**src/rtl/soc_msp430_trace_collector.sv**
```systemverilog
// soc_msp430_trace_collector
//
// Collects the writeback trace of NUM_CORES MSP430 tiles. A shadow copy of R3
// is kept per core. Print (PUTC_INSN) and terminate (TERM_INSN) markers are
// queued per core as {kind, data} events. The queued events are merged
// round-robin onto one valid/ready stream. Termination, overflow and an
// inactivity watchdog are reported as status flags.
//
// Ports:
//   clk, rst                     clock, synchronous active-high reset
//   trace_valid[NUM_CORES]       retired-instruction strobe per core
//   trace_insn[16*NUM_CORES]     instruction word, core i at [16i+15:16i]
//   trace_wben[NUM_CORES]        register writeback enable
//   trace_wbreg[4*NUM_CORES]     writeback register index
//   trace_wbdata[16*NUM_CORES]   writeback data
//   ev_valid/ev_ready            merged event handshake
//   ev_core/ev_kind/ev_data      source core, 0=putc 1=terminate, payload
//   term_mask, all_term          per-core / global termination
//   overflow                     sticky per-core event-drop flag
//   timeout                      sticky watchdog expiry
module soc_msp430_trace_collector #(
    parameter int unsigned NUM_CORES  = 4,
    parameter int unsigned FIFO_DEPTH = 4,
    parameter logic [15:0] PUTC_INSN  = 16'h4304,
    parameter logic [15:0] TERM_INSN  = 16'h4305,
    parameter int unsigned TIMEOUT    = 1000000,
    localparam int unsigned CORE_W    = (NUM_CORES > 1) ? $clog2(NUM_CORES) : 1
) (
    input  logic                      clk,
    input  logic                      rst,
    input  logic [NUM_CORES-1:0]      trace_valid,
    input  logic [NUM_CORES*16-1:0]   trace_insn,
    input  logic [NUM_CORES-1:0]      trace_wben,
    input  logic [NUM_CORES*4-1:0]    trace_wbreg,
    input  logic [NUM_CORES*16-1:0]   trace_wbdata,
    output logic                      ev_valid,
    input  logic                      ev_ready,
    output logic [CORE_W-1:0]         ev_core,
    output logic                      ev_kind,
    output logic [15:0]               ev_data,
    output logic [NUM_CORES-1:0]      term_mask,
    output logic                      all_term,
    output logic [NUM_CORES-1:0]      overflow,
    output logic                      timeout
);

    localparam int unsigned PTR_W = $clog2(FIFO_DEPTH);
    localparam int unsigned CNT_W = PTR_W + 1;
    localparam int unsigned WD_W  = (TIMEOUT > 0) ? $clog2(64'(TIMEOUT) + 1) : 1;
    localparam logic [WD_W-1:0]  WD_MAX   = WD_W'(TIMEOUT);
    localparam logic [CNT_W-1:0] CNT_FULL = CNT_W'(FIFO_DEPTH);
    localparam logic [CORE_W-1:0] LAST_CORE = CORE_W'(NUM_CORES - 1);

    // ------------------------------------------------------------------
    // State
    // ------------------------------------------------------------------
    logic [15:0]           r3_q      [NUM_CORES];
    logic [15:0]           r3_d      [NUM_CORES];
    logic [16:0]           mem_q     [NUM_CORES][FIFO_DEPTH];
    logic [16:0]           mem_d     [NUM_CORES][FIFO_DEPTH];
    logic [PTR_W-1:0]      wr_ptr_q  [NUM_CORES];
    logic [PTR_W-1:0]      wr_ptr_d  [NUM_CORES];
    logic [PTR_W-1:0]      rd_ptr_q  [NUM_CORES];
    logic [PTR_W-1:0]      rd_ptr_d  [NUM_CORES];
    logic [CNT_W-1:0]      cnt_q     [NUM_CORES];
    logic [CNT_W-1:0]      cnt_d     [NUM_CORES];
    logic [NUM_CORES-1:0]  term_mask_q, term_mask_d;
    logic [NUM_CORES-1:0]  overflow_q,  overflow_d;
    logic                  all_term_q,  all_term_d;
    logic                  timeout_q,   timeout_d;
    logic [WD_W-1:0]       wd_q,        wd_d;
    logic [CORE_W-1:0]     rr_ptr_q,    rr_ptr_d;
    logic                  lock_q,      lock_d;
    logic [CORE_W-1:0]     lock_core_q, lock_core_d;

    // ------------------------------------------------------------------
    // Trace decode
    // ------------------------------------------------------------------
    logic                  live      [NUM_CORES];
    logic                  wr_r3     [NUM_CORES];
    logic [15:0]           r3_new    [NUM_CORES];
    logic                  push      [NUM_CORES];
    logic [16:0]           push_data [NUM_CORES];
    logic                  term_hit  [NUM_CORES];

    always_comb begin
        for (int unsigned i = 0; i < NUM_CORES; i++) begin
            live[i]   = trace_valid[i] && !term_mask_q[i];
            wr_r3[i]  = trace_wben[i] && (trace_wbreg[4*i +: 4] == 4'd3);
            // A marker that also writes R3 reports the freshly written value.
            r3_new[i] = wr_r3[i] ? trace_wbdata[16*i +: 16] : r3_q[i];
            r3_d[i]   = (live[i] && wr_r3[i]) ? trace_wbdata[16*i +: 16] : r3_q[i];
            term_hit[i] = live[i] && (trace_insn[16*i +: 16] == TERM_INSN);
            push[i]   = term_hit[i] ||
                        (live[i] && (trace_insn[16*i +: 16] == PUTC_INSN));
            push_data[i] = term_hit[i] ? {1'b1, r3_new[i]}
                                       : {1'b0, 8'h00, r3_new[i][7:0]};
        end
    end

    // ------------------------------------------------------------------
    // Round-robin arbiter
    // ------------------------------------------------------------------
    logic                  pick_found;
    logic [CORE_W-1:0]     pick_core;
    logic [CORE_W-1:0]     grant;
    logic                  hs;
    int unsigned           idx;

    always_comb begin
        pick_found = 1'b0;
        pick_core  = '0;
        idx        = 0;
        for (int unsigned k = 0; k < NUM_CORES; k++) begin
            idx = int'(rr_ptr_q) + k;
            if (idx >= NUM_CORES) begin
                idx = idx - NUM_CORES;
            end
            if (!pick_found && (cnt_q[idx] != '0)) begin
                pick_found = 1'b1;
                pick_core  = CORE_W'(idx);
            end
        end
    end

    // A stalled grant is held so a higher-priority core that becomes
    // non-empty cannot swap the presented event under backpressure.
    always_comb begin
        grant    = lock_q ? lock_core_q : pick_core;
        ev_valid = lock_q || pick_found;
        ev_core  = '0;
        ev_kind  = 1'b0;
        ev_data  = '0;
        if (ev_valid) begin
            ev_core = grant;
            {ev_kind, ev_data} = mem_q[grant][rd_ptr_q[grant]];
        end
        hs          = ev_valid && ev_ready;
        lock_d      = ev_valid && !ev_ready;
        lock_core_d = grant;
        rr_ptr_d    = rr_ptr_q;
        if (hs) begin
            rr_ptr_d = (grant == LAST_CORE) ? '0 : grant + CORE_W'(1);
        end
    end

    // ------------------------------------------------------------------
    // Per-core FIFOs, termination and overflow
    // ------------------------------------------------------------------
    logic                  pop_i     [NUM_CORES];
    logic                  push_ok   [NUM_CORES];

    always_comb begin
        mem_d       = mem_q;
        wr_ptr_d    = wr_ptr_q;
        rd_ptr_d    = rd_ptr_q;
        cnt_d       = cnt_q;
        term_mask_d = term_mask_q;
        overflow_d  = overflow_q;
        for (int unsigned i = 0; i < NUM_CORES; i++) begin
            pop_i[i]   = hs && (grant == CORE_W'(i));
            // A pop in the same cycle frees the slot the push needs.
            push_ok[i] = push[i] && ((cnt_q[i] != CNT_FULL) || pop_i[i]);
            if (push[i] && !push_ok[i]) begin
                overflow_d[i] = 1'b1;
            end
            if (term_hit[i]) begin
                term_mask_d[i] = 1'b1;
            end
            if (push_ok[i]) begin
                mem_d[i][wr_ptr_q[i]] = push_data[i];
                wr_ptr_d[i] = wr_ptr_q[i] + PTR_W'(1);
            end
            if (pop_i[i]) begin
                rd_ptr_d[i] = rd_ptr_q[i] + PTR_W'(1);
            end
            if (push_ok[i] && !pop_i[i]) begin
                cnt_d[i] = cnt_q[i] + CNT_W'(1);
            end else if (!push_ok[i] && pop_i[i]) begin
                cnt_d[i] = cnt_q[i] - CNT_W'(1);
            end
        end
        all_term_d = &term_mask_q;
    end

    // ------------------------------------------------------------------
    // Watchdog: saturates at TIMEOUT, frozen once every core terminated
    // ------------------------------------------------------------------
    always_comb begin
        wd_d      = wd_q;
        timeout_d = timeout_q;
        if (|trace_valid) begin
            wd_d = '0;
        end else if (!all_term_q && (wd_q != WD_MAX)) begin
            wd_d = wd_q + WD_W'(1);
        end
        if ((TIMEOUT != 0) && (wd_q == WD_MAX)) begin
            timeout_d = 1'b1;
        end
    end

    // ------------------------------------------------------------------
    // Registers
    // ------------------------------------------------------------------
    always_ff @(posedge clk) begin
        if (rst) begin
            for (int unsigned i = 0; i < NUM_CORES; i++) begin
                r3_q[i]     <= '0;
                wr_ptr_q[i] <= '0;
                rd_ptr_q[i] <= '0;
                cnt_q[i]    <= '0;
            end
            term_mask_q <= '0;
            overflow_q  <= '0;
            all_term_q  <= 1'b0;
            timeout_q   <= 1'b0;
            wd_q        <= '0;
            rr_ptr_q    <= '0;
            lock_q      <= 1'b0;
            lock_core_q <= '0;
        end else begin
            r3_q        <= r3_d;
            wr_ptr_q    <= wr_ptr_d;
            rd_ptr_q    <= rd_ptr_d;
            cnt_q       <= cnt_d;
            term_mask_q <= term_mask_d;
            overflow_q  <= overflow_d;
            all_term_q  <= all_term_d;
            timeout_q   <= timeout_d;
            wd_q        <= wd_d;
            rr_ptr_q    <= rr_ptr_d;
            lock_q      <= lock_d;
            lock_core_q <= lock_core_d;
        end
    end

    // Storage needs no reset: entries are only read while the count says valid.
    always_ff @(posedge clk) begin
        mem_q <= mem_d;
    end

    assign term_mask = term_mask_q;
    assign all_term  = all_term_q;
    assign overflow  = overflow_q;
    assign timeout   = timeout_q;

endmodule

```
**config.mk**
```make
export PLATFORM = sky130hd
export DESIGN_NAME = soc_msp430_trace_collector
export DESIGN_NICKNAME = d
export VERILOG_FILES = /design/src/rtl/soc_msp430_trace_collector.sv
export SDC_FILE = /design/constraint.sdc
export NUM_CORES = 1
export LEC_CHECK = 0
export ABC_AREA = 1
export BUFFER_PORTS_ARGS = -buffer_cell sky130_fd_sc_hd__buf_2
export CAP_MARGIN = 15
export CORE_UTILIZATION = 45
export DETAILED_ROUTE_END_ITERATION = 7
export PLACE_DENSITY = 0.63
export SYNTH_ARGS = -nofsm -noshare
export SYNTH_HDL_FRONTEND = slang
export SYNTH_SLANG_ARGS = --single-unit
```
**constraint.sdc**
```tcl
create_clock -name clk -period 7.9 [get_ports clk]
set_clock_uncertainty 0.1 [all_clocks]
set_input_delay 0.395 -clock clk [delete_from_list [all_inputs] [get_ports clk]]
set_output_delay 0.395 -clock clk [all_outputs]
set_load 0.005 [all_outputs]
```
==> metrics.yaml <==
critPathTopFamily: "simple AND/OR/NAND/NOR gates"
crit_buf_inv: 3
finalWirelength_mm: 51.3
std_cell_rows: 73
required_ps: 7400
cts_post_setup_buffers_inserted: 0
clock_latency_ps: 550
portBuffers: 184
detail_route.iter0.violations: 1156
grtUsageTotal: 0.245
postSynthAreaPerCell_um2: 8.81
critical-path-slowest-cell: "sky130_fd_sc_hd__buf_4"
avgRoutedWirePerCell_um: 18.3
run_status: "completed"
detailed_place_hpwl_mm: 34.5
path_cells: "inv_2 -> nand2_1 -> nand2_1 -> nor2_1 -> nand2_1 -> nand2_2 -> nand2_2 -> nor2_4 -> nand2_1 -> nand3_1 -> nand2_2 -> nand2_4 -> buf_4 -> nand2_1 -> nand3_1 -> nand2_4 -> nand2_1 -> nand2_1 -> nand2_1 -> nand2_1 -> nor2_1 -> buf_2"
setup-violations-final: 0
period_share: 0.742
yosysWarningCount: 0
drv_cap: 0
numCtsBuffers: 44
vias_per_cell: 5.21
drt.antenna.violating_nets: 0
type_of_the_setup_path_with_the_least_slack: "register to output port"
initial_drt_pass_iterations: 5
ctsHoldBuffers: 0
initial_core_util: 0.461
design.portCount: 185
setup_repair_after_global_routing_missed_its_margin: "no"
finalNetCount: 2433
layout_min_cycle_time_ps: 5860
postPlaceCellArea_um2: 19700
grt_max_degree: 101
clock_sinks: 399
worst_pin_slew_ps: 1170
design.core.area_um2: 40100
report.final.hold_viol_count: 0
syn-cell-area_um2: 18500
globalRoute.totalOverflow: 0
die_w_um: 205
clk_transition_reported_paths_ps: 60
achievable-frequency_ghz: 0.171
area_growth_syn_to_layout_pct: 14.5
worstPathArrival_ps: 5370
postSynthRegisterBits: 399
final_area_um2: 21200
slew-limit-headroom: 0.219
gp_congestion: 0.877
slew_viol_final: 0
cp-start-kind: "register"
design.die.area_um2: 41900
cts_max_path_buffers: 3
timing.critical_path.slowest_cell_delay_ps: 890
synth_seq_area_share: 0.580
dieHeight_um: 205
synthesis.nets: 2283
worst_path_most_repeated_cell: "sky130_fd_sc_hd__nand2_1"
vias: 14600
ctsHtreeMaxLevel: 2
drc: 0
min-delay-path-class: "primary input to register"
clock_tree_from_tritoncts: "done"
layout-drive-gt1-share: 0.128
ctsRootBufferMaster: "sky130_fd_sc_hd__clkbuf_16"
grt_pass1_vias: 13700
post_cts.resized_instances: 0
critical_path.max_fanout: 100
antenna-diode-count: 0
setup.worst_path.end_class: "output port"
synth.lib_cells_used.distinct: 36
grt_pass1_wl_mm: 77.4
setup_tns_ps: 0
antenna_found_initial: 2
synth_cells: 2098
worst reg2reg max path, delay by kind of cell (launching register included):
family	cells	cell delay (ps)
adders and majority gates	3	840
AOI/OAI and AO/OA	2	240
and+or+nand+nor	17	2180
buffers and inverters	4	1340
DFF	1	680
metrics by stage:
| stage | cells | utilization | hold slack (ps) | worst slack, ps |
|---|---|---|---|---|
| 6_report | 2809 | 0.527 | 25.1 | 2040 |
| 5_1_grt | 2809 | 0.527 | 19.1 | 1520 |
| 4_1_cts | 2808 | 0.527 | 5.08 | 2030 |
| 3_5_place_dp | 2726 | 0.491 | 340 | 2490 |
| 3_3_place_gp | 2726 | 0.491 | 334 | 2580 |
| 2_1_floorplan | 2098 | - | 325 | 4230 |
synthesized netlist by cell type, drive strengths merged:
cell type	n	area (um2)
nand2	618	2360
edfxtp	272	8170
nand3	254	1270
inv	193	729
nor2	158	601
a21oi	141	717
dfxtp	127	2540
o21ai	118	591
buf	59	389
clkbuf	45	169
ha	26	325
nor3	21	105
nand3b	19	143
nand4	10	62.6
o21a	7	52.6
nor4	6	37.5
and2	5	31.3
a211oi	4	30.0
clkinv	4	15.0
fa	4	80.1
o211ai	2	25.0
a31oi	1	6.26
a41oi	1	8.76
and3	1	6.26
or2	1	6.26
xor2	1	8.76
kinds of logic after synthesis:
kind of cell,synth area share
adders and majority gates,0.0219
and+or+nand+nor,0.250
xor gates and xnor gates,0.000474
buffers and inverters,0.0705
DFF,0.580
AOI/OAI and AO/OA,0.0774
per-layer routing:
metal	wire [um]	global-route usage	part of all wire	up-vias
met4	1600	0.0877	0.031	0
met1	22500	0.329	0.44	6832
met3	3050	0.0366	0.059	78
li1	-	-	-	7255
met2	24200	0.402	0.47	471
met5	0	0	0	-
final timing paths:
kind	start	endpoint	slack [ps]	depth (start not counted)
max	rr_ptr_q[0]	ev_data[12]	2040	22
min	trace_wbdata[27]	r3_q[43]	30	3
max reg2reg	rr_ptr_q[0]	cnt_q[11]	2450	26
min reg2reg	r3_q[2]	r3_q[2]	340	2
state kept, by name, summed over array words and instances (netlist names), 2 cells and up:
name,flops
cnt_q,12
rd_ptr_q,8
term_mask,4
lock_core_q,2
wr_ptr_q,8
wd_q,20
r3_q,64
overflow,4
mem_q,272
rr_ptr_q,2
cell usage in the layout, fill, tap and decap left out, types with 2 or more instances in the layout:
master                       instances
sky130_fd_sc_hd__nand2_1           609
sky130_fd_sc_hd__edfxtp_1          272
sky130_fd_sc_hd__nand3_1           254
sky130_fd_sc_hd__inv_1             187
sky130_fd_sc_hd__buf_2             184
sky130_fd_sc_hd__nor2_1            157
sky130_fd_sc_hd__a21oi_1           140
sky130_fd_sc_hd__dfxtp_1           127
sky130_fd_sc_hd__o21ai_0           118
sky130_fd_sc_hd__clkbuf_16          47
sky130_fd_sc_hd__ha_1               26
sky130_fd_sc_hd__buf_4              23
sky130_fd_sc_hd__nor3_1             21
sky130_fd_sc_hd__nand3b_1           19
sky130_fd_sc_hd__clkbuf_1           12
sky130_fd_sc_hd__nand4_1            10
sky130_fd_sc_hd__clkinv_1            9
sky130_fd_sc_hd__o21a_1              7
sky130_fd_sc_hd__nor4_1              6
sky130_fd_sc_hd__nand2_2             6
sky130_fd_sc_hd__and2_1              5
sky130_fd_sc_hd__inv_2               4
sky130_fd_sc_hd__a211oi_1            4
sky130_fd_sc_hd__fa_1                4
sky130_fd_sc_hd__bufinv_16           4
sky130_fd_sc_hd__clkinvlp_4          4
sky130_fd_sc_hd__nand2_4             3
sky130_fd_sc_hd__clkinv_2            3
sky130_fd_sc_hd__clkinvlp_2          3
sky130_fd_sc_hd__inv_4               2
sky130_fd_sc_hd__o211ai_2            2
sky130_fd_sc_hd__clkbuf_8            2
area by class of cell:
cell class / count / area (um2)
flip-flops and latches: 399 / 10700
repair buffers: 208 / 1100
clock buffers: 61 / 1250
fillers: 3721 / 18900
inverters: 197 / 744
clock inverters: 21 / 224
multi-input cells: 1398 / 6460
well taps: 525 / 657
Power is left out: the tool's default activity adds up to more than one toggle a clock period on the data nets, which glitch-free logic cannot reach.
